### src/rtl/fifo_rd_stream_pkg.sv
// Shared constants for the FIFO read-side stream adapter.
// Latency: n/a (definitions only).
// Backpressure: n/a.
package fifo_rd_stream_pkg;

  // Default word width; must match the FIFO being drained.
  localparam int DEF_DATA_WIDTH = 8;

  // The buffer must hold the in-flight word plus two stalled words,
  // so that requests never have to wait on the downstream handshake.
  localparam int BUF_DEPTH = 3;
  localparam int PTR_W     = 2;

  // Counter width needed to hold 0..n-1. Never returns less than 1.
  function automatic int cnt_width(input int n);
    int w;
    w = 1;
    for (int i = 1; i < 31; i++) begin
      if ((1 << i) < n) w = i + 1;
    end
    return w;
  endfunction

endpackage

### src/rtl/stream_skid_buf.sv
// Three-entry register FIFO holding words returned by the FIFO read port.
// Latency: a pushed word is visible at the head the cycle after the push.
// Backpressure: none internally; the caller never pushes when full.
module stream_skid_buf
  import fifo_rd_stream_pkg::*;
#(
  parameter int DATA_WIDTH = DEF_DATA_WIDTH
) (
  input  logic                  clk_i,
  input  logic                  rst_n_i,
  input  logic                  push_i,
  input  logic [DATA_WIDTH-1:0] push_data_i,
  input  logic                  pop_i,
  output logic [1:0]            occ_o,
  output logic                  head_vld_o,
  output logic [DATA_WIDTH-1:0] head_data_o
);

  logic [DATA_WIDTH-1:0] mem_q [BUF_DEPTH];
  logic [PTR_W-1:0]      wr_ptr_q, wr_ptr_d;
  logic [PTR_W-1:0]      rd_ptr_q, rd_ptr_d;
  logic [1:0]            occ_q, occ_d;
  logic                  pop_ok;

  // Pointers wrap at the buffer depth rather than at a power of two.
  function automatic logic [PTR_W-1:0] ptr_inc(input logic [PTR_W-1:0] p);
    return (p == PTR_W'(BUF_DEPTH - 1)) ? '0 : p + 1'b1;
  endfunction

  assign pop_ok      = pop_i & (occ_q != 2'd0);
  assign occ_o       = occ_q;
  assign head_vld_o  = (occ_q != 2'd0);
  assign head_data_o = head_vld_o ? mem_q[rd_ptr_q] : '0;

  // Next pointer and occupancy; simultaneous push and pop keep occupancy.
  always_comb begin
    wr_ptr_d = push_i ? ptr_inc(wr_ptr_q) : wr_ptr_q;
    rd_ptr_d = pop_ok ? ptr_inc(rd_ptr_q) : rd_ptr_q;
    occ_d    = occ_q;
    if (push_i && !pop_ok) occ_d = occ_q + 2'd1;
    if (!push_i && pop_ok) occ_d = occ_q - 2'd1;
  end

  // Storage and pointer registers; reset clears contents too.
  always_ff @(posedge clk_i or negedge rst_n_i) begin
    if (!rst_n_i) begin
      for (int i = 0; i < BUF_DEPTH; i++) mem_q[i] <= '0;
      wr_ptr_q <= '0;
      rd_ptr_q <= '0;
      occ_q    <= '0;
    end else begin
      if (push_i) mem_q[wr_ptr_q] <= push_data_i;
      wr_ptr_q <= wr_ptr_d;
      rd_ptr_q <= rd_ptr_d;
      occ_q    <= occ_d;
    end
  end

endmodule

### src/rtl/fifo_rd_stream.sv
// Drains the FIFO read port (req/empty, data one cycle later) into a framed valid/ready stream.
// Latency: 2 cycles from empty falling to m_valid_o; 1 word/cycle sustained.
// Backpressure: requests stop once buffered + in-flight words reach 3; nothing is dropped.
module fifo_rd_stream
  import fifo_rd_stream_pkg::*;
#(
  parameter int DATA_WIDTH = DEF_DATA_WIDTH,
  parameter int BURST_LEN  = 16,
  parameter int BUF_DEPTH  = 3
) (
  input  logic                  clk_i,
  input  logic                  rst_n_i,
  input  logic                  en_i,
  output logic                  fifo_r_req_o,
  input  logic                  fifo_r_empty_i,
  input  logic [DATA_WIDTH-1:0] fifo_r_data_i,
  output logic                  m_valid_o,
  input  logic                  m_ready_i,
  output logic [DATA_WIDTH-1:0] m_data_o,
  output logic                  m_last_o,
  output logic                  busy_o
);

  localparam int              BEAT_W    = cnt_width(BURST_LEN);
  localparam logic [BEAT_W-1:0] BEAT_LAST = BEAT_W'(BURST_LEN - 1);

  logic [1:0]        occ;
  logic [2:0]        level;
  logic              inflight_q, inflight_d;
  logic [BEAT_W-1:0] beat_q, beat_d;
  logic              pop;

  stream_skid_buf #(
    .DATA_WIDTH (DATA_WIDTH)
  ) u_buf (
    .clk_i       (clk_i),
    .rst_n_i     (rst_n_i),
    .push_i      (inflight_q),
    .push_data_i (fifo_r_data_i),
    .pop_i       (pop),
    .occ_o       (occ),
    .head_vld_o  (m_valid_o),
    .head_data_o (m_data_o)
  );

  // Words already committed to the buffer: stored plus the one still returning.
  assign level        = {1'b0, occ} + {2'b00, inflight_q};
  assign fifo_r_req_o = en_i & ~fifo_r_empty_i & (level <= 3'd2);
  assign pop          = m_valid_o & m_ready_i;
  assign m_last_o     = m_valid_o & (beat_q == BEAT_LAST);
  assign busy_o       = m_valid_o | inflight_q;

  // Burst position advances only on accepted words, so empty gaps keep it.
  always_comb begin
    inflight_d = fifo_r_req_o;
    beat_d     = beat_q;
    if (pop) beat_d = (beat_q == BEAT_LAST) ? '0 : beat_q + 1'b1;
  end

  // In-flight marker and burst counter; reset discards any returning word.
  always_ff @(posedge clk_i or negedge rst_n_i) begin
    if (!rst_n_i) begin
      inflight_q <= 1'b0;
      beat_q     <= '0;
    end else begin
      inflight_q <= inflight_d;
      beat_q     <= beat_d;
    end
  end

endmodule

### config.mk
export PLATFORM = sky130hd
export DESIGN_NAME = fifo_rd_stream
export DESIGN_NICKNAME = d
export VERILOG_FILES = /design/src/rtl/fifo_rd_stream_pkg.sv /design/src/rtl/stream_skid_buf.sv /design/src/rtl/fifo_rd_stream.sv
export SDC_FILE = /design/constraint.sdc
export NUM_CORES = 1
export LEC_CHECK = 0
export ABC_AREA = 1
export BUFFER_PORTS_ARGS = -buffer_cell sky130_fd_sc_hd__clkbuf_2
export CORE_MARGIN = 8
export CORE_UTILIZATION = 55
export CTS_CLUSTER_SIZE = 8
export DETAILED_ROUTE_END_ITERATION = 8
export PLACE_DENSITY_LB_ADDON = 0.08
export SETUP_SLACK_MARGIN = 0.15
export SYNTH_ARGS = -nofsm -noshare
export SYNTH_HDL_FRONTEND = slang
export SYNTH_SLANG_ARGS = --single-unit
### constraint.sdc
create_clock -name clk_i -period 1.7 [get_ports clk_i]
set_input_delay 0.17 -clock clk_i [delete_from_list [all_inputs] [get_ports clk_i]]
set_output_delay 0.17 -clock clk_i [all_outputs]
set_load 0.01 [all_outputs]
==> results.md, run 1 <==
Logic synthesis:
- Synthesis handed over a netlist of 204 instances.
- For this run, the leading register cell type out of synthesis is sky130_fd_sc_hd__dfrtp_1.
- The number of warnings reported in the yosys synthesis log is 0.
- The share of flip-flops with an asynchronous set or reset after synthesis is 1.00.
- Yosys attributes the largest share of cell area to sky130_fd_sc_hd__dfrtp_1 49%, sky130_fd_sc_hd__nand2_1 14%, sky130_fd_sc_hd__o21ai_2 12%.
- The synthesized design contains 0 enable-type register cells.
- Counting instances in the post-synthesis netlist gives the leading cell types as 69 x sky130_fd_sc_hd__nand2_1, 35 x sky130_fd_sc_hd__dfrtp_1, 26 x sky130_fd_sc_hd__inv_1.
- The simple-gate share of the synthesized area is 0.239.
- Of the total synthesized cell area, the portion taken by full adders, half adders and majority gates is 0.0350.
- The synthesized netlist contains 20 unique library cells.
- Of the total synthesized cell area, the portion taken by XOR and XNOR cells is 0.00980.
- The mean instance size in the synthesized netlist is 8.76 um2.
- The post-synth design cell area is 0.00179 mm2.
- The cell type contributing the most total cell area after synthesis is sky130_fd_sc_hd__dfrtp_1.
- Of the post-synthesis cell area, the dominant cell type holds 0.490.
- The number of nets in the synthesized netlist is 222.
- The number of flip-flops and latches in the synthesized netlist is 35.
- The area fraction in compound gates after synthesis is 0.140.
- The part of the Yosys area used for sequential elements is 0.490.
- Among all cell types in the netlist, the one instantiated most often is sky130_fd_sc_hd__nand2_1.
- After synthesis, the largest family of logic cells by area is simple AND/OR/NAND/NOR gates.
- Of the post-synthesis cell area, the part taken by muxes is 0.

Final layout:
- The finished layout holds 291 standard cells, fillers aside.
- The repair_antennas step left the layout with diodes totalling 0.
- The area growth from synthesis to layout is 23.5%.
- The final net count is 265.
- In the final layout, the share of cells above drive strength 1 is 0.381.

Routing:
- The detail-routed net length per standard cell is 12.6 um.
- In the routed design, unresolved DRC markers number 0.
- In this run the remaining antenna-violating nets after routing total 0.
- The via total after detailed routing is 1426.
- The number of search-and-repair iterations in the first detailed-routing pass is 4.
- For this block, the initial DRC count from the detailed router was 116.
- The via density per instance is 4.90.
- The final wirelength is 3660 um.

STA:
- The worst-case hold slack is 0.137 ns.
- The number of endpoints with negative hold slack in the final report is 0.
- At the pin with the least slew margin, the transition time is 0.449 ns.
- After layout, the minimum clock period comes to 1.72 ns.
- Headroom to the max-slew limit came out at 0.700.
- Setup repair after global routing could not meet its margin everywhere.
- The highest attainable clock frequency is 583 MHz.
- The setup-violating endpoint count in the final report is 1.
- In the post-route analysis, the smallest setup slack over all paths is -0.0161 ns.
- The post-route fraction of the period consumed by the critical path is 1.01.
- The number of pins with negative max-slew slack in the final report is 0.
- The clock skew after layout is 0.00617 ns.
- The final sum of negative setup slack is -0.0161 ns.

Power and ir drop:
- The proportion of total power due to net switching is 0.419.
- The power density over the cells is 1900 mW/mm2.
- The share of total power dissipated in sequential elements is 0.368.
- The share of total power dissipated in combinational logic is 0.523.
- The clock power share is 0.109.
- The static leakage is 0.00116 uW.
- For this design the total switching power over the nets is 1750 uW.
- The internal portion of the total power is 2440 uW.
- The worst IR drop on VDD is 0.889 mV.

Die:
- The die covers 0.00533 mm2.
- The initial utilization of the core area, before any placement, comes to 0.581.
- The number of core rows is 20.
- The count of pins on the block boundary is 25.
- The core area is 0.00308 mm2.
- In this run the horizontal extent of the chip is 73.0 um.
- The floorplan die height is 73.0 um.

Global route:
- The initial antenna violation count is 0.
- Entering global routing, the biggest net connects 36 pins.
- The number of global-route vias before repair is 1389.
- The global-route total usage across every layer is 0.146.
- The first global-routing pass estimated 6100 um of wire.
- After global routing the overflow that remains totals 0.

Clock network:
- The clock insertion delay at the later pin of the skew report is 0.33 ns.
- In this run the clock root is driven by a sky130_fd_sc_hd__clkbuf_4.
- The clock tree from TritonCTS is yes.
- The clock-pin slew reported for the worst setup and hold paths after clock tree synthesis is 0.10 ns.
- For this design, the sink count on the clock tree is 35.
- Clock tree synthesis inserted a total of 5 buffers.
- CTS built an H-tree with a depth of 2.
- The buffer levels on the longest clock path is 2.

Outcome:
- The flow ran to the end, but the final reports show violations.
- The final reports fail on setup timing.

Critical path:
- The worst setup path category is reg -> out.
- The maximum fanout along the worst path is 2.
- STA puts the critical path data arrival time at 1.55 ns.
- The category of the worst setup path launch point is a flip-flop.
- The sort of element at the end of the critical path is an output port.
- For the worst setup path, the data required time is 1.53 ns.

Placement:
- The number of placed instances, taps included is 271.
- At the placement stage, the worst setup path has a slack of 0.133 ns.
- The HPWL after detailed placement is 2340 um.
- At the end of routability-driven placement, the weighted congestion stood at 0.795.
- The count of buffers added on input and output ports is 24.

Min path:
- The tightest min-delay check is of the in -> reg type.

Flow run:
- The tool flagged a number of max-cap violations equal to 0.
[per-stage QoR]
stage	total power (uW)	instance area [um2]	utilization
CTS	4080	2150	0.698
global placement	3280	1950	0.633
global route	4550	2210	0.717
detailed placement	3350	1950	0.633
finish	4190	2210	0.717
floorplan	2830	1790	-
[flip-flops by register name, indices dropped and copies added (netlist names)]
name / cells
beat_q: 4
u_buf.wr_ptr_q: 2
u_buf.mem_q: 24
inflight_q: 1
u_buf.rd_ptr_q: 2
u_buf.occ_o: 2
[logic make-up after synthesis]
logic type                 after synthesis
and+or+nand+nor                         95
buffers and inverters                   35
DFF                                     35
AOI/OAI and AO/OA                       32
adders and majority gates                5
xor gates and xnor gates                 2
[critical path, stage by stage, from the launching register on]
cell and delay [ns]:
sky130_fd_sc_hd__dfrtp_2 0.44, sky130_fd_sc_hd__ha_4 0.19, sky130_fd_sc_hd__ha_4 0.16, sky130_fd_sc_hd__nor2_4 0.08, sky130_fd_sc_hd__a21oi_2 0.06, sky130_fd_sc_hd__nor3_2 0.13, sky130_fd_sc_hd__buf_2 0.16
[path summary, 6_finish.rpt]
kind                            depth (start not counted)              end  slack, ns              from
worst max-delay path                                    6     fifo_r_req_o      -0.02    u_buf.occ_o[0]
worst min-delay path                                    3   u_buf.mem_q[8]       0.14  fifo_r_data_i[0]
worst max register to register                          9       inflight_q       0.13    u_buf.occ_o[0]
worst min register to register                          2  u_buf.mem_q[14]       0.49   u_buf.mem_q[14]
max in group asynchronous                               3   u_buf.occ_o[1]       0.97           rst_n_i
min in group asynchronous                               3        beat_q[2]       0.40           rst_n_i
[cell usage in the layout, fill, tap and decap left out]
| cell type | n |
|---|---|
| sky130_fd_sc_hd__o21ai_1 | 5 |
| sky130_fd_sc_hd__dlygate4sd3_1 | 1 |
| sky130_fd_sc_hd__nand2_1 | 69 |
| sky130_fd_sc_hd__nor2_1 | 3 |
| sky130_fd_sc_hd__nand3_2 | 3 |
| sky130_fd_sc_hd__nor2_2 | 1 |
| sky130_fd_sc_hd__inv_1 | 25 |
| sky130_fd_sc_hd__a21oi_2 | 1 |
| sky130_fd_sc_hd__dfrtp_2 | 3 |
| sky130_fd_sc_hd__ha_4 | 4 |
| sky130_fd_sc_hd__buf_6 | 6 |
| sky130_fd_sc_hd__xnor2_1 | 1 |
| sky130_fd_sc_hd__buf_4 | 9 |
| sky130_fd_sc_hd__o21ai_0 | 1 |
| sky130_fd_sc_hd__nand3b_1 | 1 |
| sky130_fd_sc_hd__a21oi_1 | 1 |
| sky130_fd_sc_hd__nor2_4 | 6 |
| sky130_fd_sc_hd__o21ai_2 | 24 |
| sky130_fd_sc_hd__clkbuf_8 | 1 |
| sky130_fd_sc_hd__clkbuf_4 | 5 |
| sky130_fd_sc_hd__clkbuf_2 | 19 |
| sky130_fd_sc_hd__nand3_1 | 12 |
| sky130_fd_sc_hd__nor3_2 | 1 |
| sky130_fd_sc_hd__clkinv_2 | 1 |
| sky130_fd_sc_hd__inv_2 | 4 |
| sky130_fd_sc_hd__dfrtp_1 | 32 |
| sky130_fd_sc_hd__xor2_1 | 1 |
| sky130_fd_sc_hd__ha_1 | 1 |
| sky130_fd_sc_hd__buf_2 | 4 |
| sky130_fd_sc_hd__inv_4 | 2 |
[cell type report]
class                      instances  area [um2]
clock buffer                       6        51.3
clock inverter                     1        5.00
fill                             250         870
inverter                          31         121
multi-input combinational        135         836
sequential                        35         880
tap                               44        55.1
timing repair buffer              39         260
[timing repair]
action | CTS | global route
hold buffers | 1 | 0
setup buffers | 6 | 5
endpoints found under the setup margin | 9 | 14
pin swaps | 15 | 12
gates resized for setup | 17 | 11
endpoints found under the hold margin | 35 | 0
cloned | 1 | 0
[layer usage]
layer | up-vias | GRT usage | wire length, um
li1 | 720 | - | -
met1 | 666 | 0.176 | 1670
met2 | 33 | 0.245 | 1750
met3 | 7 | 0.0343 | 198
met4 | 0 | 0.0556 | 47
met5 | - | 0 | 0
[power groups by stage]
stage	sequential, uW	clock [uW]	combinational, uW
after CTS	1550	466	2070
after detailed placement	1550	0	1810
final	1540	455	2190
after global placement	1520	0	1760
after global routing	1590	491	2460
after floorplan	1490	0	1340
(Power assumes the default switching activity.)
==> run 2, diff against run 1 <==
--- a/config.mk
+++ b/config.mk
@@ -9,6 +9,7 @@
 export BUFFER_PORTS_ARGS = -buffer_cell sky130_fd_sc_hd__clkbuf_2
 export CORE_MARGIN = 8
 export CORE_UTILIZATION = 55
+export CTS_BUF_LIST = sky130_fd_sc_hd__clkbuf_16
 export CTS_CLUSTER_SIZE = 8
 export DETAILED_ROUTE_END_ITERATION = 8
 export PLACE_DENSITY_LB_ADDON = 0.08
==> run 2 against run 1 <==
Effect of this change: the flow now finishes without violations; total power grew 11%; global-route usage grew 1.1 points; clock skew shrank 0.0041 ns; maximum frequency grew 3.8%; final cell count grew 0.34%; via count grew 3.6%; largest cell class unchanged; clock power grew 85%; wire length grew 7.1%; cell area grew 3.6%.
==> results.md, run 2 (synthesis gave the netlist of run 1 again) <==
Critical path:
- The required arrival time at the worst endpoint is 1.53 ns.
- Data on the critical path arrives at its endpoint at 1.48 ns.
- The critical path is of the reg -> out type.
- The sort of element at the end of the critical path is an output port.
- The critical register-to-register path startpoint is u_buf.occ_o[0].
- In this run the register-to-register setup slack is 0.05 ns.
- The maximum fanout along the worst path is 2.
- The category of the worst setup path launch point is a flip-flop.
- The launching instance or port of the critical path is u_buf.occ_o[0].

Final layout:
- The fraction of layout cells with a size suffix above 1 is 0.383.
- The count of non-filler cells in the finished layout is 292.
- The number of antenna diodes in the final layout is 0.
- The number of flip-flops under the largest register name is 24.
- Leaving out fill and tap cells, the most frequent cells in the layout are 69 x sky130_fd_sc_hd__nand2_1, 31 x sky130_fd_sc_hd__dfrtp_1, 25 x sky130_fd_sc_hd__inv_1, 24 x sky130_fd_sc_hd__o21ai_2, 21 x sky130_fd_sc_hd__clkbuf_2.
- The final layout contains 266 nets.
- The area growth from synthesis to layout is 27.9%.
- The largest registers in the layout are u_buf.mem_q (24), beat_q (4).
- The filler cell count in the final layout is 238.
- The commonest non-fill, non-tap cell in the layout is sky130_fd_sc_hd__nand2_1.
- The register with the most flip-flops is u_buf.mem_q.

Routing:
- Detailed routing placed a total of 172 um of wire on met3.
- The remaining routing DRC violations is 0.
- The highest layer touched by signal routing is met4.
- In the final routed layout, each cell accounts on average for 13.4 um.
- The via total after detailed routing is 1478.
- The detail route stage leaves a number of antenna-violating nets equal to 0.
- Dividing the detail-routed via count by the number of cells gives 5.06.
- The iteration-0 DRC count of the detailed router is 72.
- The final wirelength is 3920 um.
- The sum of met2 wire segment lengths after detailed routing is 2040 um.
- The met1 wire length is 1650 um.
- The number of search-and-repair iterations in the first detailed-routing pass is 4.

Die:
- In this run the vertical extent of the chip is 73.0 um.
- The initial utilization of the core area, before any placement, comes to 0.581.
- The number of core rows is 20.
- 25 I/O pins were placed.
- The total area inside the core boundary comes to 0.00308 mm2.
- The area of the die is 0.00533 mm2.
- The x dimension of the die is 73.0 um.

STA:
- At the pin with the least slew margin, the transition time is 0.455 ns.
- The highest attainable clock frequency is 605 MHz.
- The number of pins with negative max-slew slack in the final report is 0.
- Setup repair after global routing could not meet its margin everywhere.
- The post-route fraction of the period consumed by the critical path is 0.973.
- The clock period could shrink to 1.65 ns.
- The worst pin sits at a relative slew slack of 0.696.
- The final sum of negative setup slack is 0 ns.
- The number of endpoints with negative hold slack in the final report is 0.
- Setup violations remaining at the end of the flow were counted as 0.
- Between clock sinks in the finished design, the worst skew comes to 0.00212 ns.

Placement:
- The number of buffer cells added on primary ports is 24.
- Detailed placement ended at an HPWL of 2340 um.
- Including well taps, the total number of placed cells is 271.
- At the end of routability-driven placement, the weighted congestion stood at 0.795.

Clock network:
- TritonCTS built the clock tree.
- CTS placed an instance of sky130_fd_sc_hd__clkbuf_16 at the clock tree root.
- The clock net in this run drives a total of 35 sinks.
- The buffer levels on the longest clock path is 2.
- The clock-pin slew reported for the worst setup and hold paths after clock tree synthesis is 0.05 ns.
- The H-tree was split into 2 levels.
- At the later pin of the worst-skew pair, clock insertion delay measures 0.28 ns.
- The total CTS buffers is 5.

Global route:
- The first global-routing pass estimated 6380 um of wire.
- The number of global-route vias before repair is 1435.
- The initial antenna violation count came to 0.
- In the global route stage, overall resource usage came out at 0.157.
- Global routing finished with a remaining overflow of 0.
- Entering global routing, the biggest net connects 36 pins.

Power and ir drop:
- VDD sags by at most 1.21 mV.
- Total power for the finished layout comes to 4640 uW.
- For this design the ratio of total power to cell area is 2030 mW/mm2.
- In this run the static leakage power is 0.00120 uW.

Min path:
- The path class of the tightest hold or removal check is in -> reg.
- The startpoint of the worst hold path is fifo_r_data_i[2].

Flow run:
- The reported max-cap violation count is 0.

Outcome:
- The run finished with clean final reports.
[run 2: changes by cell type in the layout (fill, tap and decap cells not counted), moves of 2 or more]
| cell | before | now |
|---|---|---|
| sky130_fd_sc_hd__buf_4 | 9 | 12 |
| sky130_fd_sc_hd__clkbuf_4 | 5 | 0 |
| sky130_fd_sc_hd__clkbuf_16 | 0 | 5 |
| sky130_fd_sc_hd__buf_6 | 6 | 2 |
| sky130_fd_sc_hd__clkbuf_2 | 19 | 21 |
[run 2: layer usage]
| metal | vias to the layer above | track usage |
|---|---|---|
| li1 | 732 | - |
| met1 | 708 | 0.173 |
| met2 | 31 | 0.262 |
| met3 | 7 | 0.0577 |
| met4 | 0 | 0.0733 |
| met5 | - | 0 |
[run 2: cell type report]
type | count | area [um2] | area share
Clock buffer | 5 | 125 | 0.0547
Multi-Input combinational cell | 135 | 836 | 0.365
Sequential cell | 35 | 881 | 0.385
Inverter | 31 | 119 | 0.0520
Tap cell | 44 | 55.1 | 0.0241
Clock inverter | 2 | 8.76 | 0.00383
Timing Repair Buffer | 40 | 263 | 0.115
[run 2: per-stage QoR]
stage,hold slack [ns],area [um2],utilization,setup slack (ns)
floorplan,-0.126,1790,-,0.171
global placement,0.222,1950,0.633,0.204
detailed placement,0.230,1950,0.633,0.133
CTS,0.198,2210,0.720,0.0106
global route,0.216,2290,0.743,-0.00660
finish,0.198,2290,0.743,0.0467
[run 2: power by group]
group | internal (uW) | total (uW) | switching [uW]
Clock | 525 | 841 | 315
Combinational | 1010 | 2240 | 1230
Sequential | 1260 | 1550 | 294
Total | 2800 | 4640 | 1840
[run 2: critical path: stages, from the launching register on]
cell,delay [ns]
sky130_fd_sc_hd__dfrtp_2,0.42
sky130_fd_sc_hd__ha_4,0.18
sky130_fd_sc_hd__ha_4,0.16
sky130_fd_sc_hd__nor2_4,0.09
sky130_fd_sc_hd__a21oi_2,0.07
sky130_fd_sc_hd__nor3_2,0.13
sky130_fd_sc_hd__buf_2,0.16
[run 2: path summary, 6_finish.rpt]
path / endpoint / cells after the start
max: fifo_r_req_o / 6
min in group asynchronous: beat_q[3] / 3
max reg2reg: inflight_q / 9
min reg2reg: u_buf.mem_q[22] / 2
min: u_buf.mem_q[18] / 3
max in group asynchronous: u_buf.occ_o[1] / 3
[run 2: what timing repair did]
action / CTS / global route
gates cloned: 1 / 0
hold buffers: 1 / 0
endpoints found under the hold margin: 35 / 0
pin swaps: 7 / 12
endpoints found under the setup margin: 9 / 12
gates resized for setup: 15 / 7
buffers inserted: 7 / 5
